File: config.mk
export PLATFORM = sky130hd
export DESIGN_NAME = coord_uart_framer
export DESIGN_NICKNAME = d
export VERILOG_FILES = /design/src/rtl/uart_pkg.sv /design/src/rtl/uart_byte_pacer.sv /design/src/rtl/coord_uart_framer.sv
export SDC_FILE = /design/constraint.sdc
export NUM_CORES = 1
export LEC_CHECK = 0
export ABC_AREA = 1
export BUFFER_PORTS_ARGS = -buffer_cell sky130_fd_sc_hd__buf_4
export CAP_MARGIN = 25
export CORE_AREA = 10 10 106 108
export DETAILED_ROUTE_END_ITERATION = 8
export DIE_AREA = 0 0 116 118
export GPL_TIMING_DRIVEN = 1
export PLACE_DENSITY_LB_ADDON = 0.05
export SLEW_MARGIN = 20
export SYNTH_ARGS = -nofsm -noshare
export SYNTH_HDL_FRONTEND = slang
export SYNTH_HIERARCHICAL = 1
export SYNTH_SLANG_ARGS = --single-unit
File: constraint.sdc
create_clock -name clk -period 2.95 [get_ports clk]
set_clock_uncertainty 0.05 [all_clocks]
set_input_delay 0.295 -clock clk [delete_from_list [all_inputs] [get_ports clk]]
set_output_delay 0.295 -clock clk [all_outputs]
set_load 0.03 [all_outputs]
File: src/rtl/uart_pkg.sv
// Shared constants, state type and timing helper for the coordinate UART framer.
package uart_pkg;

  localparam logic [7:0] FRAME_HDR = 8'hA5;
  localparam int         FRAME_LEN = 7;

  typedef enum logic [1:0] {IDLE, LOAD, SEND, WAIT} frame_state_t;

  // Ten bits per byte plus one guard bit, since the transmitter reports no busy state.
  function automatic int byte_clks(input int clk_freq, input int bps);
    return (clk_freq / bps) * 11;
  endfunction

endpackage

File: src/rtl/uart_byte_pacer.sv
// Byte-time pacer: pulses done once BYTE_CLKS cycles have elapsed after start.
module uart_byte_pacer #(
  parameter int BYTE_CLKS = 110
) (
  input  logic clk,
  input  logic rst_n,
  input  logic start,
  output logic done
);

  localparam int CW = $clog2(BYTE_CLKS + 1);

  logic [CW-1:0] cnt;
  logic          running;

  assign done = running && (cnt == CW'(BYTE_CLKS - 1));

  always_ff @(posedge clk or negedge rst_n) begin
    if (!rst_n) begin
      cnt     <= '0;
      running <= 1'b0;
    end else if (start) begin
      cnt     <= '0;
      running <= 1'b1;
    end else if (done) begin
      cnt     <= '0;
      running <= 1'b0;
    end else if (running) begin
      cnt <= cnt + 1'b1;
    end
  end

endmodule

File: src/rtl/coord_uart_framer.sv
// Packs ball coordinates into a 7-byte frame and paces the bytes to the UART transmitter.
module coord_uart_framer
  import uart_pkg::*;
#(
  parameter int         CLK_FREQ = 50_000_000,
  parameter int         UART_BPS = 9600,
  parameter int         COORD_W  = 11,
  parameter logic [7:0] HEADER   = FRAME_HDR
) (
  input  logic               clk,
  input  logic               rst_n,
  input  logic               coord_valid,
  input  logic [COORD_W-1:0] coord_x,
  input  logic [COORD_W-1:0] coord_y,
  input  logic               found,
  output logic [7:0]         tx_data,
  output logic               tx_trig,
  output logic               busy,
  output logic [7:0]         drop_cnt
);

  localparam int BYTE_CLKS = byte_clks(CLK_FREQ, UART_BPS);

  frame_state_t       state, next_state;
  logic [COORD_W-1:0] sh_x, sh_y, pend_x, pend_y;
  logic               sh_found, pend_found, pend_valid;
  logic [2:0]         byte_idx, send_idx;
  logic [7:0]         checksum, send_byte;
  logic [15:0]        x16, y16;
  logic               byte_done, last_byte;
  logic               take_pend, take_new, pend_write;

  assign x16       = 16'(sh_x);
  assign y16       = 16'(sh_y);
  assign last_byte = (byte_idx == 3'(FRAME_LEN - 1));
  assign tx_trig   = (state == SEND);
  assign busy      = (state != IDLE);

  uart_byte_pacer #(.BYTE_CLKS(BYTE_CLKS)) u_pacer (
    .clk  (clk),
    .rst_n(rst_n),
    .start(state == SEND),
    .done (byte_done)
  );

  always_ff @(posedge clk or negedge rst_n) begin
    if (!rst_n) state <= IDLE;
    else        state <= next_state;
  end

  // Pending has priority over a fresh strobe whenever a new frame is started.
  always_comb begin
    next_state = state;
    take_pend  = 1'b0;
    take_new   = 1'b0;
    case (state)
      IDLE: begin
        if (pend_valid) begin
          next_state = LOAD;
          take_pend  = 1'b1;
        end else if (coord_valid) begin
          next_state = LOAD;
          take_new   = 1'b1;
        end
      end
      LOAD: next_state = SEND;
      SEND: next_state = WAIT;
      WAIT: begin
        if (byte_done) begin
          if (!last_byte) begin
            next_state = SEND;
          end else if (pend_valid) begin
            next_state = LOAD;
            take_pend  = 1'b1;
          end else begin
            next_state = IDLE;
          end
        end
      end
      default: next_state = IDLE;
    endcase
  end

  assign pend_write = coord_valid && !take_new;

  always_comb begin
    send_idx  = (state == LOAD) ? 3'd0 : byte_idx + 3'd1;
    send_byte = 8'h00;
    case (send_idx)
      3'd0:    send_byte = HEADER;
      3'd1:    send_byte = x16[15:8];
      3'd2:    send_byte = x16[7:0];
      3'd3:    send_byte = y16[15:8];
      3'd4:    send_byte = y16[7:0];
      3'd5:    send_byte = {7'b0, sh_found};
      3'd6:    send_byte = checksum;
      default: send_byte = 8'h00;
    endcase
  end

  always_ff @(posedge clk or negedge rst_n) begin
    if (!rst_n) begin
      sh_x       <= '0;
      sh_y       <= '0;
      sh_found   <= 1'b0;
      pend_x     <= '0;
      pend_y     <= '0;
      pend_found <= 1'b0;
      pend_valid <= 1'b0;
      byte_idx   <= 3'd0;
      checksum   <= 8'h00;
      tx_data    <= 8'h00;
      drop_cnt   <= 8'h00;
    end else begin
      if (take_pend) begin
        sh_x     <= pend_x;
        sh_y     <= pend_y;
        sh_found <= pend_found;
      end else if (take_new) begin
        sh_x     <= coord_x;
        sh_y     <= coord_y;
        sh_found <= found;
      end

      if (state == LOAD) begin
        byte_idx <= 3'd0;
        checksum <= x16[15:8] + x16[7:0] + y16[15:8] + y16[7:0] + {7'b0, sh_found};
      end else if (state == WAIT && byte_done && !last_byte) begin
        byte_idx <= byte_idx + 3'd1;
      end

      if (next_state == SEND) tx_data <= send_byte;

      // A strobe landing in the same cycle pending is consumed refills it without a drop.
      if (pend_write) begin
        pend_x     <= coord_x;
        pend_y     <= coord_y;
        pend_found <= found;
        pend_valid <= 1'b1;
      end else if (take_pend) begin
        pend_valid <= 1'b0;
      end

      if (pend_write && pend_valid && !take_pend && drop_cnt != 8'hFF)
        drop_cnt <= drop_cnt + 8'd1;
    end
  end

endmodule
Yosys cells after proc, flatten, opt, wreduce, memory -nomap -nowiden
Index checks and enable logic that the tools add are counted.
{"block": "op_classes", "add_sub_neg": 7, "muxes": 30, "n_eq_ne": 13, "reduce_logical": 18}
{"operator": "$pmux 8 s7", "n": 1}
{"operator": "$mux 16", "n": 3}
{"operator": "$mux 11", "n": 4}
{"operator": "$add 16x1->16 const B", "n": 1}
{"operator": "$eq 16x16->1 const B", "n": 1}
{"operator": "$mux 1", "n": 13}
{"operator": "$eq 3x3->1 const B", "n": 4}
{"operator": "$reduce_bool 2->1", "n": 5}
{"operator": "$mux 3", "n": 3}
{"operator": "$add 3x8->8", "n": 1}
{"operator": "$add 8x1->8", "n": 1}
{"operator": "$add 8x1->8 const B", "n": 1}
{"operator": "$add 8x3->8", "n": 1}
{"operator": "$add 8x8->8", "n": 1}
{"operator": "$mux 2", "n": 4}
{"operator": "$ne 8x8->1 const B", "n": 1}
{"operator": "$pmux 2 s4", "n": 1}
{"operator": "$logic_and 1x1->1", "n": 7}
{"operator": "$eq 2x2->1 const B", "n": 3}
{"operator": "$eq 3x2->1 const B", "n": 2}
{"operator": "$add 3x1->3 const B", "n": 1}
{"operator": "$eq 3x1->1 const B", "n": 1}
{"operator": "$logic_not 1->1", "n": 3}
{"operator": "$logic_not 3->1", "n": 1}
{"operator": "other kinds (4)", "n": 4}
{"block": "totals", "wordCells": 82, "in_bits": 26, "ff_bits": 93}

Longest topological paths before layout
Gate-level depths: netlist of run 1.
{"block": "depth", "ltp_word": 8, "depth_mapped": 13, "ltp_nobuf": 13}

Modules after synthesis
Netlist of run 1, hierarchy kept.
{"module": "coord_uart_framer", "seq_area_each_um2": 1901.8, "area_per_inst_um2": 4289.1, "cells_per_inst": 522, "instances": 1}
{"module": "uart_byte_pacer", "seq_area_each_um2": 425.4, "area_per_inst_um2": 1086.0, "cells_per_inst": 159, "instances": 1}

Worst setup path after synthesis of run 1
No wires, ideal clock.
{"block": "synth_timing", "path_type": "register -> register", "start": "reg sh_x[1]", "end": "reg checksum[7]", "path_slack_ns": 0.313, "synth_period_minus_slack_ns": 2.637, "stages_incl_launch_ff": 14, "arrival_time_ns": 2.470, "n_path_buf": 0, "path_cell_list": "dfrtp_1 > inv_1 > fa_1 > fa_1 > inv_1 > ha_1 > inv_1 > fa_1 > nor2_1 > o21bai_1 > nand2_1 > nand2_1 > nand3_1 > nand2_1"}
{"block": "synth_via", "elab_chain_cells": 4}
{"item": "from (decl)", "line": "coord_uart_framer.sv:25", "text": "logic [COORD_W-1:0] sh_x, sh_y, pend_x, pend_y;"}
{"item": "from (signal assigned)", "line": "coord_uart_framer.sv:116", "text": "sh_x <= pend_x;"}
{"item": "from (signal assigned)", "line": "coord_uart_framer.sv:120", "text": "sh_x <= coord_x;"}
{"item": "$add 3x8->8", "line": "coord_uart_framer.sv:127", "text": "checksum <= x16[15:8] + x16[7:0] + y16[15:8] + y16[7:0] + {7'b0, sh_found};"}
{"item": "$add 8x3->8", "line": "coord_uart_framer.sv:127"}
{"item": "$add 8x8->8", "line": "coord_uart_framer.sv:127"}
{"item": "$add 8x1->8", "line": "coord_uart_framer.sv:127"}
{"item": "to (signal assigned)", "line": "coord_uart_framer.sv:127"}
{"item": "to (decl)", "line": "coord_uart_framer.sv:28", "text": "logic [7:0] checksum, send_byte;"}
No other way between the ends.
A chain may end at the register's enable or synchronous reset.

Worst setup path after layout of run 1
Ends and elaborated chain as after synthesis.

==> summary by stage, run 1 <==
Outcome
The run finished with clean final reports.

Pwr
The part of the total power dissipated in sequential elements is roughly 53%. Combinational logic is responsible for 10.5% of the overall power. Cell internal power was estimated by the tool at between 1.5 and 2 mW.

Per report_power, the clock group accounts for 36.6% of the total. The power density over the cells is ~440 mW/mm^2. Net switching is a little over a quarter of the power. The overall power after layout is 2.621 mW. Summed over all nets, the switching power comes to just under 0.7 mW. IR analysis of the VDD net gives a maximum drop of between 0.0003 and 0.0004 V. The cell leakage power is 3.171 nW.

Yosys
Among all flip-flop cells after synthesis, the most frequent one is dfrtp_1. After synthesis, the netlist uses 31 different library cells. The synthesized design contains 0 enable-type register cells. The gate count of the mapped netlist is slightly below 700.

The fraction of synthesized cell area taken by the top area cell type is a little over two fifths. The number of nets in the synthesized netlist is 736. The library cell occupying the most area in the post-synthesis netlist is dfrtp_1. After synthesis, the mean cell area works out to 7.893 sq um. Sorting the synthesized cells by area gives the leading types as dfrtp_1 (43%), nand2_1 (12%), nand3_1 (7.9%). The total of warnings raised by yosys is 6. The number of storage elements in the synthesis netlist is 93. The mapped netlist covers between 0.005 and 0.006 sq mm. The share of the Yosys chip area taken by registers is a little over two fifths. The share of synthesized flip-flops with an asynchronous set or reset is between 90% and 100%.

Global routing
The maximum number of pins on one net before global-route repair is 94. The number of global-route vias before repair is between 4,000 and 5,000. The number of antenna violations at the first check in global routing was 0. In the global route stage, overall resource usage came out at 18.44%. Summed over all layers, the global routing overflow is 0. The first-pass GRT wire length is between 20,000 and 25,000 um.

Timing
The number of max-slew violations in the final report is 0. The slew of the pin with the lowest slew margin is 494.8 ps. In the finished design, the share of the clock period the worst path needs comes to about 95%. The number of hold violations in the final report was 0. The shortest period the worst path allows is ~2800 ps. For this run, the top clock speed supported by timing is about 0.36 GHz. The number of failing setup endpoints in the final timing report is 0. The max-slew headroom at the worst pin is between 60% and 70%.

Critical path
The terminus of the critical flop-to-flop path is checksum[7]. In this design, the stage delay of the slowest critical-path cell is around 560 ps. The highest-delay cell along the critical path is fa_1. STA puts the critical path data required time at about 3200 ps. The kind of launch point of the worst setup path is a flop.

The worst register-to-register path has a setup slack of around 160 ps. The cell type group with the largest total delay on the critical path is adder cells. The startpoint-to-endpoint class of the critical path is reg -> reg. Walking the worst path, the cells encountered are inv_1 > fa_1 > fa_1 > inv_1 > ha_1 > inv_1 > fa_1 > nor2_2 > o21bai_1 > nand2_1 > nand2_1 > nand3_1 > nand2_1.

Data on the critical path arrives at its endpoint at about 3000 ps. In this run the critical register-to-register path is launched from sh_x[1]. The largest fanout on the critical path is 3. The worst reg2reg path depth is 13. The nature of the critical path endpoint is a flop.

The worst path buffer plus inverter count is 3.

Place
At the end of routability-driven placement, the weighted congestion stood at about 0.89. Buffers placed on the I/O ports in this run total 43. The half-perimeter wire length of the detailed placement result is between 8000 and 9000 um.

Clock network
The H-tree generated during clock tree synthesis spans 3 levels. No sink is reached through more buffers than the 2 on the longest clock path. The TritonCTS clock tree is yes. The root buffer cell chosen for the clock tree is clkbuf_8.

The CTS clock-pin slew for the worst setup and hold paths is ~100 ps. The clock insertion delay at the later pin of the skew report is 360 ps. The clock net in this run drives a total of 93 sinks. TritonCTS created 9 clock buffers.

Routing
In the detailed route, the total length drawn on met2 is roughly 5300 um. The met3 layer wire length in the routed design is roughly 800 um. In this run the remaining antenna-violating nets after routing total 0. The total detailed-routing wirelength is 12,060 um. The number of search-and-repair iterations in the first detailed-routing pass is 5.

In the routed design, unresolved DRC markers number 0. The total vias in the final route is 4,536. In this run, the number of DRC markers left after iteration 0 of detailed routing was about 370. The detailed router used layers up to and including met4. For this block, wires on met1 add up to 5814 um. The via-per-instance ratio is 5.413.

After detailed routing, the average wire length per cell comes to between 10 and 15 um.

Floorplanning
The die area is 0.01369 sq mm. After floorplanning, the core was sized to cover between 0.009 and 0.01 sq mm. The initial utilization of the core area, before any placement, comes to 59.01%. The floorplan step set the die width to 116 um. The floorplan step set the die height to 118 um. The top-level I/O count is 44. The number of placement rows is 35.

Final layout
The final antenna diode count is 0. The leading cell type in the layout, fill and taps excluded is nand2_1. The final standard cell utilization of the core is 66.11%. The signed area change from the synthesized netlist to the final layout is 12.03%. The top cell types in the final layout, fill and taps aside, are nand2_1 (175), dfrtp_1 (93), inv_1 (88), nand3_1 (85), nor2_1 (53).

In the final layout, the share of cells above drive strength 1 is 13.07%. The final-layout fill cell count is 782. The net count of the finished layout is 777.

Hold path
The tightest min-delay check is of the in -> reg type. The worst hold path was traced through 3 stages. The terminating pin of the worst hold path is pend_y[4]. The startpoint of the lowest-slack hold path is coord_y[4].

Flow run
Across the run, the number of max-cap violations was 0.
[cell families (layout without fill, tap and decap cells)]
kind of cell,after synthesis,after routing,share of synthesized area (%)
and+or+nand+nor,357,357,29.47
buffers and inverters,110,156,8.240
DFF,93,93,43.30
AOI/OAI and AO/OA,81,81,9.474
adders and majority gates,29,29,7.728
xor gates and xnor gates,11,11,1.792
[timing repair]
action | in CTS | in global routing
endpoints found under the hold margin | 93 | 0
resized for setup | 0 | 1
endpoints found under the setup margin | 0 | 1
buffers inserted | 0 | 1
hold buffers | 1 | 0
[worst max path at each step]
stage          startpoint           to  slack (ps)  cells after the start
2_1_floorplan     sh_x[1]  checksum[7]         310                     13
3_3_place_gp      sh_x[1]  checksum[7]         210                     13
3_5_place_dp      sh_x[1]  checksum[7]         140                     13
4_1_cts           sh_x[1]  checksum[7]         100                     13
5_1_grt           sh_x[1]  checksum[7]          -6                     13
6_report          sh_x[1]  checksum[7]         160                     13
[power groups by stage]
stage / clock network, mW / logic [mW] / registers (mW)
after floorplan: 0 / 0.0990 / 1.46
after global placement: 0 / 0.274 / 1.41
after detailed placement: 0 / 0.279 / 1.41
after CTS: 0.980 / 0.281 / 1.39
after global routing: 1.04 / 0.305 / 1.40
final: 0.960 / 0.274 / 1.39
[Yosys cell counts (2+ instances only)]
cell type  instances
o21ai_0           40
nor2_1            54
nand3_1           85
nand2_1          175
xor2_1             6
a31oi_1            2
nor2_4             3
nor2_2             5
a21oi_1            8
clkbuf_1           6
or2_2              2
buf_4              2
nand3_2            4
buf_2             11
nor3_1             8
nand2_2            6
nand4_1           13
o21bai_2           2
o211ai_1          24
ha_1              22
fa_1               7
xnor2_1            5
inv_1             88
o21ai_2            3
dfrtp_1           93
nand2_4            2
[layout make-up]
class | instances | area [sq um] | share of cell area [%]
Tap cell | 111 | 138.9 | 2.306
Multi-Input combinational cell | 478 | 2608 | 43.30
Inverter | 90 | 339.1 | 5.631
Sequential cell | 93 | 2327 | 38.65
Clock inverter | 6 | 91.34 | 1.517
Timing Repair Buffer | 50 | 390.4 | 6.482
Clock buffer | 10 | 127.6 | 2.119
[per-stage QoR]
stage / hold slack [ps] / area, sq um / setup WS (ps) / setup TNS [ps] / std cells
global placement: 335.6 / 5783 / 206.8 / 0 / 820
floorplan: -50.59 / 5375 / 313.0 / 0 / 681
global route: 166.6 / 6022 / -5.531 / -5.531 / 838
detailed placement: 338.0 / 5783 / 141.2 / 0 / 820
finish: 156.9 / 6022 / 159.9 / 0 / 838
CTS: 149.1 / 6012 / 103.0 / 0 / 837
[metal layers]
layer | up-vias | track usage (%)
met1 | 2090 | 26.30
met3 | 14 | 4.027
li1 | 2292 | -
met5 | - | 0
met4 | 0 | 5.712
met2 | 140 | 27.00
[sequential cells by signal (all words and copies together), names as in the netlist]
| name | count |
|---|---|
| u_pacer/cnt | 16 |
| checksum | 8 |
| sh_y | 11 |
| pend_found | 1 |
| pend_x | 11 |
| sh_found | 1 |
| state | 2 |
| tx_data | 8 |
| pend_y | 11 |
| sh_x | 11 |
| drop_cnt | 8 |
| byte_idx | 3 |
| u_pacer/running | 1 |
| pend_valid | 1 |
[worst min-delay path, cell delays in order]
cell	delay, ps
buf_4	110
inv_1	50
o21ai_0	80
No activity file was read; power rests on OpenSTA's default activity.
==> run 2: changes to the inputs <==
- PLACE_DENSITY: default -> 0.79
- PLACE_DENSITY_LB_ADDON: 0.05 -> default
==> run 2 against run 1 <==
  * Sequential share of layout area grew 0.15 points
  * Cell area is 0.39% lower
  * Final cell count increased by 0.12%
  * Register-to-register slack is essentially flat
  * Core utilization fell by 0.26 points
  * Via count rose by 2.2%
  * Maximum frequency rose by 0.43%
  * Critical endpoint unchanged
  * Largest cell class unchanged
==> summary by stage, run 2 (same netlist as run 1, synthesis figures left out) <==
Outcome
The flow ran to the end, and the final reports show no timing, DRC or antenna violations.

Global routing
The number of antenna violations at the first check in global routing was 0 (unchanged). The first-pass GRT wire length is 21,400 um (+1.8%). The remaining global-route overflow is 0 (unchanged). The number of global-route vias before repair was 4,643 (+6.7%).

The maximum number of pins on one net before global-route repair was 48 (-49%). The global-route usage over all layers is 18.71% (+0.27 points).

Critical path
The nature of the critical path endpoint is a flop. The longest individual stage delay on the worst path is 560 ps (about the same). The worst path buffer plus inverter count came to 3 (unchanged).

The largest fanout on the critical path is 3 (unchanged). The arrival time at the worst endpoint is 3000 ps (about the same). The startpoint-to-endpoint class of the critical path is reg -> reg. The data required time at the worst endpoint is 3170 ps (about the same). The worst setup path is launched from a flop. Traced cell by cell, the critical path runs through inv_1 > fa_1 > fa_1 > inv_1 > ha_1 > inv_1 > fa_1 > nor2_2 > o21bai_1 > nand2_1 > nand2_1 > nand3_1 > nand2_1. The highest-delay cell along the critical path is fa_1. The cell type group with the largest total delay on the critical path is adder cells.

Routing
The via-per-instance ratio is 5.527 (+2.1%). The starting DRC count in detailed routing is 320 (-13%). The residual antenna-violating net count after detailed routing was 0 (unchanged). The total vias in the final route was 4,637 (+2.2%). The number of search-and-repair iterations in the first detailed-routing pass is 4 (-1).

The per-cell routed wire length is 14.62 um (+1.6%). The total detailed-routing wirelength is 12,270 um (+1.7%). The post-detailed-route DRC marker count was 0 (unchanged).

Final layout
The final-layout fill cell count came to 796 (+1.8%). Relative to the synthesized area, the layout overhead comes to 11.59%. The leading cell type in the layout, fill and taps excluded is nand2_1. The final instance area is 0.005998 sq mm (-0.39%). The layout cell share with drive strength beyond 1 came to 13.32% (+0.26 points). Counting flops per register, the top entry is u_pacer/cnt. In the layout the commonest cells are nand2_1 (175), dfrtp_1 (93), inv_1 (88), nand3_1 (85), nor2_1 (53). The number of flip-flops in the largest register came to 16 (unchanged). The net total in the final layout came to 778 (+0.13%). The final antenna diode count is 0 (unchanged).

Clock network
The library cell used as clock root buffer is clkbuf_8. The number of buffers created by CTS is 9 (unchanged). The clock insertion delay at the later pin of the skew report is 370 ps (about the same). The H-tree depth reported by CTS came to 3 (unchanged).

The number of clock sinks seen by CTS was 93 (unchanged). The CTS clock-pin slew for the worst setup and hold paths is 110 ps (about the same). The worst-case clock buffer depth is 2 (unchanged). The TritonCTS clock tree is yes.

Floorplanning
The top-level I/O count is 44 (unchanged). The die area is 0.01369 sq mm (unchanged). The number of placement rows is 35 (unchanged). The floorplan die height is 118 um (unchanged).

The area of the placeable core was 0.009109 sq mm (unchanged). The width of the die is 116 um (unchanged). The initial cell density of the core came to 59.01% (unchanged).

Place
The half-perimeter wire length of the detailed placement result came to 9118 um (+2.5%). The final weighted congestion of routability-driven global placement is 0.9019 (+1.9%). The post-place setup slack is 162.2 ps (+20.96 ps).

The number of port buffers is 43 (unchanged). The cell area reported after detailed placement is 0.005791 sq mm (+0.13%).

Timing
The highest attainable clock frequency is 0.3600 GHz (+0.43%). The shortest period the worst path allows is 2778 ps (-12.03 ps). The number of failing setup endpoints in the final timing report is 0 (unchanged). The number of hold violations in the final report is 0 (unchanged).

The share of the cycle needed by the critical path after routing is 94.17% (-0.41 points). The final worst hold slack came to 146.7 ps (-10.24 ps). The total negative slack for setup checks came to 0 ps (unchanged). The max-slew headroom at the worst pin is 59.78% (-7.2 points).

Setup repair after global routing left no endpoint under its margin. The number of max-slew violations in the final report is 0 (unchanged). The slew of the pin with the lowest slew margin was 603.3 ps (+108.5 ps).

The final worst-path setup slack came to 171.9 ps (+12.03 ps).

Flow run
The number of violations of the max-capacitance limit came to 0 (unchanged).

Hold path
The path class of the lowest-slack min-delay path is in -> reg.

Pwr
The overall power after layout came to 2.506 mW (-4.4%). The cell leakage power was 3.161 nW (-0.31%). The power density over the cells is 417.8 mW/mm^2 (-4.0%). The worst ir drop on vdd came to 0.0002874 V (-24%).
## run 2: cell count changes in the layout (fill, tap and decap cells not counted)
cell	change
inv_8	+1
buf_4	+1
inv_6	+1
clkbuf_1	-1
clkinv_4	+2
bufinv_16	-2
clkinv_2	-1
## run 2: worst paths after layout
kind / from / to / slack, ps / cells after the start
max in group asynchronous: rst_n / pend_x[5] / 1720 / 3
min reg2reg: tx_data[7] / tx_data[7] / 430 / 2
max: sh_x[1] / checksum[7] / 170 / 13
max reg2reg: sh_x[1] / checksum[7] / 170 / 13
min in group asynchronous: rst_n / u_pacer/cnt[5] / 430 / 2
min: coord_y[5] / pend_y[5] / 150 / 3
## run 2: repair_timing
| item | in CTS | in global routing |
|---|---|---|
| hold buffers | 1 | 0 |
| gates resized for setup | 0 | 1 |
| endpoints found under the hold margin | 44 | 0 |
| setup endpoints to repair | 0 | 1 |
| buffers inserted | 0 | 1 |
## run 2: routing by layer
metal,vias to the layer above,share of wire (%),track usage (%)
met4,0,1.6,6.260
li1,2298,-,-
met5,-,0,0
met1,2206,47,25.08
met3,19,4.6,3.313
met2,114,46,29.55
## run 2: stage by stage
step                cells  utilization (%)
finish                839            65.85
global route          839            65.85
CTS                   838            65.74
detailed placement    821            63.57
global placement      821            63.57
floorplan             681                -
## run 2: worst min-delay path, delay by kind of cell
family	cells	cell delay (ps)
buffers and inverters	2	160
AO/OA/AOI/OAI	1	80
## run 2: layout make-up
cell class | instances | area, sq um | share of cell area (%)
clock buffers | 9 | 123.9 | 2.065
clock inverters | 7 | 63.81 | 1.064
inverters | 90 | 339.1 | 5.653
multi-input cells | 478 | 2608 | 43.47
flip-flops and latches | 93 | 2327 | 38.80
well taps | 111 | 138.9 | 2.315
repair buffers | 51 | 397.9 | 6.633
## run 2: power by group
group | internal, mW | switching, mW
Sequential | 1.33 | 0.0604
Clock | 0.328 | 0.509
Combinational | 0.110 | 0.168
Total | 1.77 | 0.737
